===== config.mk =====
export PLATFORM = sky130hd
export DESIGN_NAME = move_sequencer
export DESIGN_NICKNAME = d
export VERILOG_FILES = /design/src/rtl/move_seq_pkg.sv /design/src/rtl/move_seq_decode.sv /design/src/rtl/move_sequencer.sv
export SDC_FILE = /design/constraint.sdc
export NUM_CORES = 1
export LEC_CHECK = 0
export CAP_MARGIN = 40
export CORE_ASPECT_RATIO = 1.75
export CORE_UTILIZATION = 40
export CTS_CLUSTER_DIAMETER = 60
export DETAILED_ROUTE_END_ITERATION = 10
export MAX_ROUTING_LAYER = met4
export PLACE_DENSITY = 0.67
export SLEW_MARGIN = 25
export SYNTH_ARGS = -nofsm -noshare
export SYNTH_HDL_FRONTEND = slang
export SYNTH_SLANG_ARGS = --single-unit

===== constraint.sdc =====
create_clock -name clk -period 3.54 [get_ports clk]
set_input_delay 0.885 -clock clk [delete_from_list [all_inputs] [get_ports clk]]
set_output_delay 0.885 -clock clk [all_outputs]
set_load 0.02 [all_outputs]

===== src/rtl/move_seq_pkg.sv =====
// Shared types and constants for the mcp_23 move sequencer.
// MOVE_SEQ_STEP_EN adds the STEP state used for single-stepping.
package move_seq_pkg;

  typedef enum logic [2:0] {
    IDLE,
    FETCH,
    DECODE,
    WAIT_IN,
    WAIT_ALU,
    EXEC,
    HALT
`ifdef MOVE_SEQ_STEP_EN
    , STEP
`endif
  } state_t;

  localparam logic [3:0] REG_IN      = 4'ha;
  localparam logic [3:0] REG_ALU_X   = 4'hb;
  localparam logic [3:0] REG_ALU_Y   = 4'hc;
  localparam logic [3:0] REG_ALU_ANS = 4'hd;

  localparam logic [7:0] HALT_WORD = 8'hFF;

endpackage


===== src/rtl/move_seq_decode.sv =====
// Combinational classifier for a captured {from, to} move word.
module move_seq_decode
  import move_seq_pkg::*;
#(
  parameter int ADDR_LEN = 4
) (
  input  logic [2*ADDR_LEN-1:0] word,
  output logic                  is_halt,
  output logic                  is_illegal,
  output logic                  needs_in,
  output logic                  needs_alu,
  output logic                  writes_alu
);

  localparam int IW = 2 * ADDR_LEN;

  logic [ADDR_LEN-1:0] from;
  logic [ADDR_LEN-1:0] to;

  assign from = word[IW-1:ADDR_LEN];
  assign to   = word[ADDR_LEN-1:0];

  // a and d are read-only, b and c are write-only
  assign is_halt    = (word == IW'(HALT_WORD));
  assign is_illegal = (from == ADDR_LEN'(REG_ALU_X)) || (from == ADDR_LEN'(REG_ALU_Y)) ||
                      (to == ADDR_LEN'(REG_IN)) || (to == ADDR_LEN'(REG_ALU_ANS));
  assign needs_in   = (from == ADDR_LEN'(REG_IN));
  assign needs_alu  = (from == ADDR_LEN'(REG_ALU_ANS));
  assign writes_alu = (to == ADDR_LEN'(REG_ALU_X)) || (to == ADDR_LEN'(REG_ALU_Y));

endmodule


===== src/rtl/move_sequencer.sv =====
// Fetches move words and drives reg_bank, stalling on input data and ALU settling.
// Optional single-step mode is enabled by defining MOVE_SEQ_STEP_EN.
module move_sequencer
  import move_seq_pkg::*;
#(
  parameter int ADDR_LEN = 4,
  parameter int PC_LEN   = 8,
  parameter int ALU_LAT  = 2
) (
  input  logic                  clk,
  input  logic                  rst,
  input  logic                  start,
`ifdef MOVE_SEQ_STEP_EN
  input  logic                  step,
`endif
  output logic                  busy,
  output logic                  halted,
  output logic                  err,
  output logic [PC_LEN-1:0]     instr_addr,
  output logic                  instr_rd,
  input  logic [2*ADDR_LEN-1:0] instr_data,
  input  logic                  instr_valid,
  input  logic                  in_valid,
  output logic                  in_ack,
  output logic [ADDR_LEN-1:0]   from_addr,
  output logic [ADDR_LEN-1:0]   to_addr,
  output logic                  enable
);

  localparam int IW    = 2 * ADDR_LEN;
  localparam int CNT_W = 4;

  state_t              state, state_d;
  logic [PC_LEN-1:0]   pc, pc_d;
  logic [IW-1:0]       instr, instr_d;
  logic [CNT_W-1:0]    alu_cnt, alu_cnt_d;
  logic                err_d;
  logic                is_halt, is_illegal, needs_in, needs_alu, writes_alu;

  move_seq_decode #(.ADDR_LEN(ADDR_LEN)) u_decode (
    .word       (instr),
    .is_halt    (is_halt),
    .is_illegal (is_illegal),
    .needs_in   (needs_in),
    .needs_alu  (needs_alu),
    .writes_alu (writes_alu)
  );

  always_comb begin
    state_d   = state;
    pc_d      = pc;
    instr_d   = instr;
    err_d     = err;
    alu_cnt_d = (alu_cnt != '0) ? alu_cnt - 1'b1 : alu_cnt;
    case (state)
      IDLE, HALT: begin
        if (start) begin
          pc_d    = '0;
          err_d   = 1'b0;
          state_d = FETCH;
        end
      end
      FETCH: begin
        if (instr_valid) begin
          instr_d = instr_data;
          state_d = DECODE;
        end
      end
      DECODE: begin
        if (is_halt) begin
          state_d = HALT;
        end else if (is_illegal) begin
          err_d   = 1'b1;
          pc_d    = pc + 1'b1;
          state_d = FETCH;
        end else if (needs_in && !in_valid) begin
          state_d = WAIT_IN;
        end else if (needs_alu && (alu_cnt != '0)) begin
          state_d = WAIT_ALU;
        end else begin
          state_d = EXEC;
        end
      end
      WAIT_IN: begin
        if (in_valid) state_d = EXEC;
      end
      WAIT_ALU: begin
        if (alu_cnt == '0) state_d = EXEC;
      end
      EXEC: begin
        pc_d = pc + 1'b1;
        // A fresh operand write restarts the settle window
        if (writes_alu) alu_cnt_d = CNT_W'(ALU_LAT);
`ifdef MOVE_SEQ_STEP_EN
        state_d = STEP;
`else
        state_d = FETCH;
`endif
      end
`ifdef MOVE_SEQ_STEP_EN
      STEP: begin
        if (step) state_d = FETCH;
      end
`endif
      default: state_d = IDLE;
    endcase
  end

  always_ff @(posedge clk) begin
    if (rst) begin
      state   <= IDLE;
      pc      <= '0;
      instr   <= '0;
      alu_cnt <= '0;
      err     <= 1'b0;
    end else begin
      state   <= state_d;
      pc      <= pc_d;
      instr   <= instr_d;
      alu_cnt <= alu_cnt_d;
      err     <= err_d;
    end
  end

  assign instr_addr = pc;
  assign instr_rd   = (state == FETCH);
  assign enable     = (state == EXEC);
  assign in_ack     = enable && needs_in;
  assign busy       = (state != IDLE) && (state != HALT);
  assign halted     = (state == HALT);
  assign from_addr  = instr[IW-1:ADDR_LEN];
  assign to_addr    = instr[ADDR_LEN-1:0];

endmodule


==> flow_summary_export.csv <==
group,metric,value,unit
drt,num_vias,1418,
sta,finalCriticalPeriod,3130,ps
logic_synthesis,synthCells,177,
drt,drt-total-wl,3500,µm
clock_tree,post-cts-setup-buffers,0,
floorplanning,die_h,80.9,µm
worst_hold_path,min_path_type,"flop to flop",
grt,grt_max_degree,18,
drt,antenna_left,0,
logic_synthesis,synth_most_common_cell,"nor2_1",
placement,gp_congestion,0.911,
placement,place_area,1780,µm²
drt,vias_per_cell,5.65,
sta,grt_setup_unrepaired,"false",
power,leakagePower,0.625,nW
clock_tree,cts_tree,"built",
sta,fin_skew,2.40,ps
power,peakVddDrop,0.408,mV
logic_synthesis,synth_seq_cells,24,
power,intPower,0.000675,W
floorplanning,rows,28,
logic_synthesis,async_flop_share,0,
layout,nFillCells,356,
placement,dpl_worst_slack,728,ps
sta,fin_ws,408,ps
drt,drc_errors,0,
sta,tightest_slew,571,ps
sta,maxSlewViolCount,0,
logic_synthesis,synth.net_count,192,
sta,setup_viol,0,
logic_synthesis,synth.area.top_cells,"dfxtp_1 (34%), nor2_1 (6.6%), mux2i_1 (6.3%)",
clock_tree,cts_sinks,24,
critical_path,worst_setup_path_start_kind,"flop",
power,switching_share,0.375,
sta,slew_headroom,0.620,
sta,fin_tns_setup,0,ps
logic_synthesis,avgSynthCellArea,8.04,µm²
logic_synthesis,synth_common_cells,"nor2_1 (25), dfxtp_1 (24), inv_1 (10), nand2_1 (10)",
critical_path,reg2reg_from,"state[1]",
grt,grt-ovfl-total,0,
logic_synthesis,yosys.area.top_type,"dfxtp_1",
power,p_total,0.00108,W
run,maxCapViolations,0,
critical_path,cp-end-kind,"output port",
clock_tree,htreeDepth,1,
floorplanning,die_w,47.1,µm
clock_tree,numCtsBuffers,3,
drt,first_pass_iters,4,
drt,drt_iter0_markers,18,
clock_tree,cts-root-buf,"clkbuf_8",
layout,synthToLayoutAreaGrowth,30.0,%
logic_synthesis,yosysWarnings,0,
clock_tree,insertion_delay,270,ps
critical_path,ff2ff_setup_slack,1430,ps
critical_path,arrival,2250,ps
status,status,"completed",
layout,final_cell_area,1850,µm²
critical_path,cp.required,2650,ps
layout,antenna_cells,0,
clock_tree,ctsHoldBuffers,0,
layout,finalNonFillerCells,251,
grt,track_usage,0.208,
sta,hold_violations,0,
worst_hold_path,holdPathEnd,"err",
critical_path,crit_fanout,17,
critical_path,path_depth,3,
sta,finalCritPeriodShare,0.885,
logic_synthesis,syn_area,1420,µm²
layout,layout-drive-gt1-share,0.0485,
floorplanning,io_pins,35,
critical_path,reg2regPathDepth,4,
placement,placedCellCount,247,
floorplanning,initial_utilization,0.419,
placement,io_buffer_count,34,
critical_path,path_delay_family,"simple AND/OR/NAND/NOR gates",
critical_path,crit_chain,"and3b_1, nor4b_1, clkdlybuf4s50_1",
placement,dp_hpwl,2650,µm
sta,fmax,0.319,GHz
logic_synthesis,synth_top_area_frac,0.337,
power,p_per_area,583,nW/µm²
logic_synthesis,yosysSeqAreaShare,0.337,
critical_path,critPathMaxStageDelay,660,ps
critical_path,slowest_stage,"clkdlybuf4s50_1",
clock_tree,ctsResizeCount,0,
critical_path,r2r-end,"instr_addr[7]",
power,seq_power_share,0.353,
power,switchingPower,0.000405,W
floorplanning,design.die.area,3810,µm²
worst_hold_path,whs_path_depth,2,
clock_tree,cts.clk_slew.worst_paths,90,ps
grt,grt_antenna_before_repair,0,
worst_hold_path,min_from,"err",
drt,wl_per_cell,13.9,µm
floorplanning,core,3400,µm²
clock_tree,cts_buffer_depth,2,
power,combPwrFrac,0.421,
critical_path,critPathKind,"flop to output port",
grt,grt_pass1_wl,5630,µm
power,pwr-share-clk,0.227,
logic_synthesis,synthFlopType,"dfxtp_1",
critical_path,cp_num_buf_inv,1,
grt,first_global_vias,1379,
logic_synthesis,synth_edf_count,0,
layout,nNetsFinal,222,
logic_synthesis,synth_cell_types,47,
## stage by stage
stage          utilization  hold WS (ps)
2_1_floorplan            -           500
3_3_place_gp         0.524           478
3_5_place_dp         0.524           498
4_1_cts              0.545           512
5_1_grt              0.545           538
6_report             0.545           504
## registers in the layout, summed over array words and instances, names as in the netlist
signal      count
err             1
state           3
instr_addr      8
instr           8
alu_cnt         4
## worst max-delay path by stage
stage	startpoint	endpoint	slack, ps
after floorplan	state[1]	in_ack	1020
after global placement	state[1]	in_ack	780
after detailed placement	state[1]	in_ack	730
after CTS	state[1]	in_ack	400
after global routing	state[1]	in_ack	300
final	state[1]	in_ack	410
## kinds of logic after synthesis
kind of cell	Yosys count	synth area share
AND/OR/NAND/NOR	74	0.279
multiplexers	9	0.0633
flip-flops	24	0.337
XOR/XNOR	4	0.0246
buffers and inverters	21	0.0659
adder cells (fa/ha/maj)	2	0.0176
AO/OA/AOI/OAI	43	0.212
## routing by layer
layer | GRT usage | vias up | part of all wire
met1 | 0.201 | 660 | 0.38
met3 | 0.0289 | 11 | 0.036
met2 | 0.367 | 46 | 0.55
li1 | - | 701 | -
met5 | - | - | 0
met4 | 0.123 | 0 | 0.030
## tightest hold or removal path, cell delays in order, from the launching register on
cell,delay [ps]
dfxtp_1,320
nor2_1,100
a311oi_1,50
## layout by cell type (no fill, tap or decap), types with 2 or more instances in the layout
cell type	instances
a21oi_1	9
a221oi_1	2
a311oi_2	2
a31oi_1	4
and2_1	3
and3_1	4
and3b_1	2
buf_4	2
clkbuf_8	3
clkdlybuf4s50_1	34
dfxtp_1	24
ha_1	2
inv_1	10
mux2i_1	9
nand2_1	10
nand2b_1	3
nand3_1	7
nand3b_1	2
nand4_1	3
nor2_1	25
nor3_1	3
nor3b_1	2
nor4b_1	3
o21ai_0	8
o22ai_1	2
o32ai_1	3
xnor2_1	4
## power groups by stage
| stage | Sequential, W | Clock [W] | Combinational [W] |
|---|---|---|---|
| finish | 0.000381 | 0.000245 | 0.000454 |
| global route | 0.000391 | 0.000259 | 0.000502 |
| CTS | 0.000381 | 0.000247 | 0.000457 |
| detailed placement | 0.000387 | 0 | 0.000453 |
| global placement | 0.000382 | 0 | 0.000441 |
| floorplan | 0.000370 | 0 | 0.000347 |
## layout make-up
cell class | count | area, µm² | area share
inverter | 10 | 37.5 | 0.0203
timing repair buffer | 36 | 355 | 0.192
tap | 45 | 56.3 | 0.0304
multi-input combinational | 132 | 850 | 0.459
clock inverter | 1 | 30.0 | 0.0162
clock buffer | 3 | 41.3 | 0.0223
sequential | 24 | 480 | 0.260
Note: power is estimated with default switching activity, not from simulation.
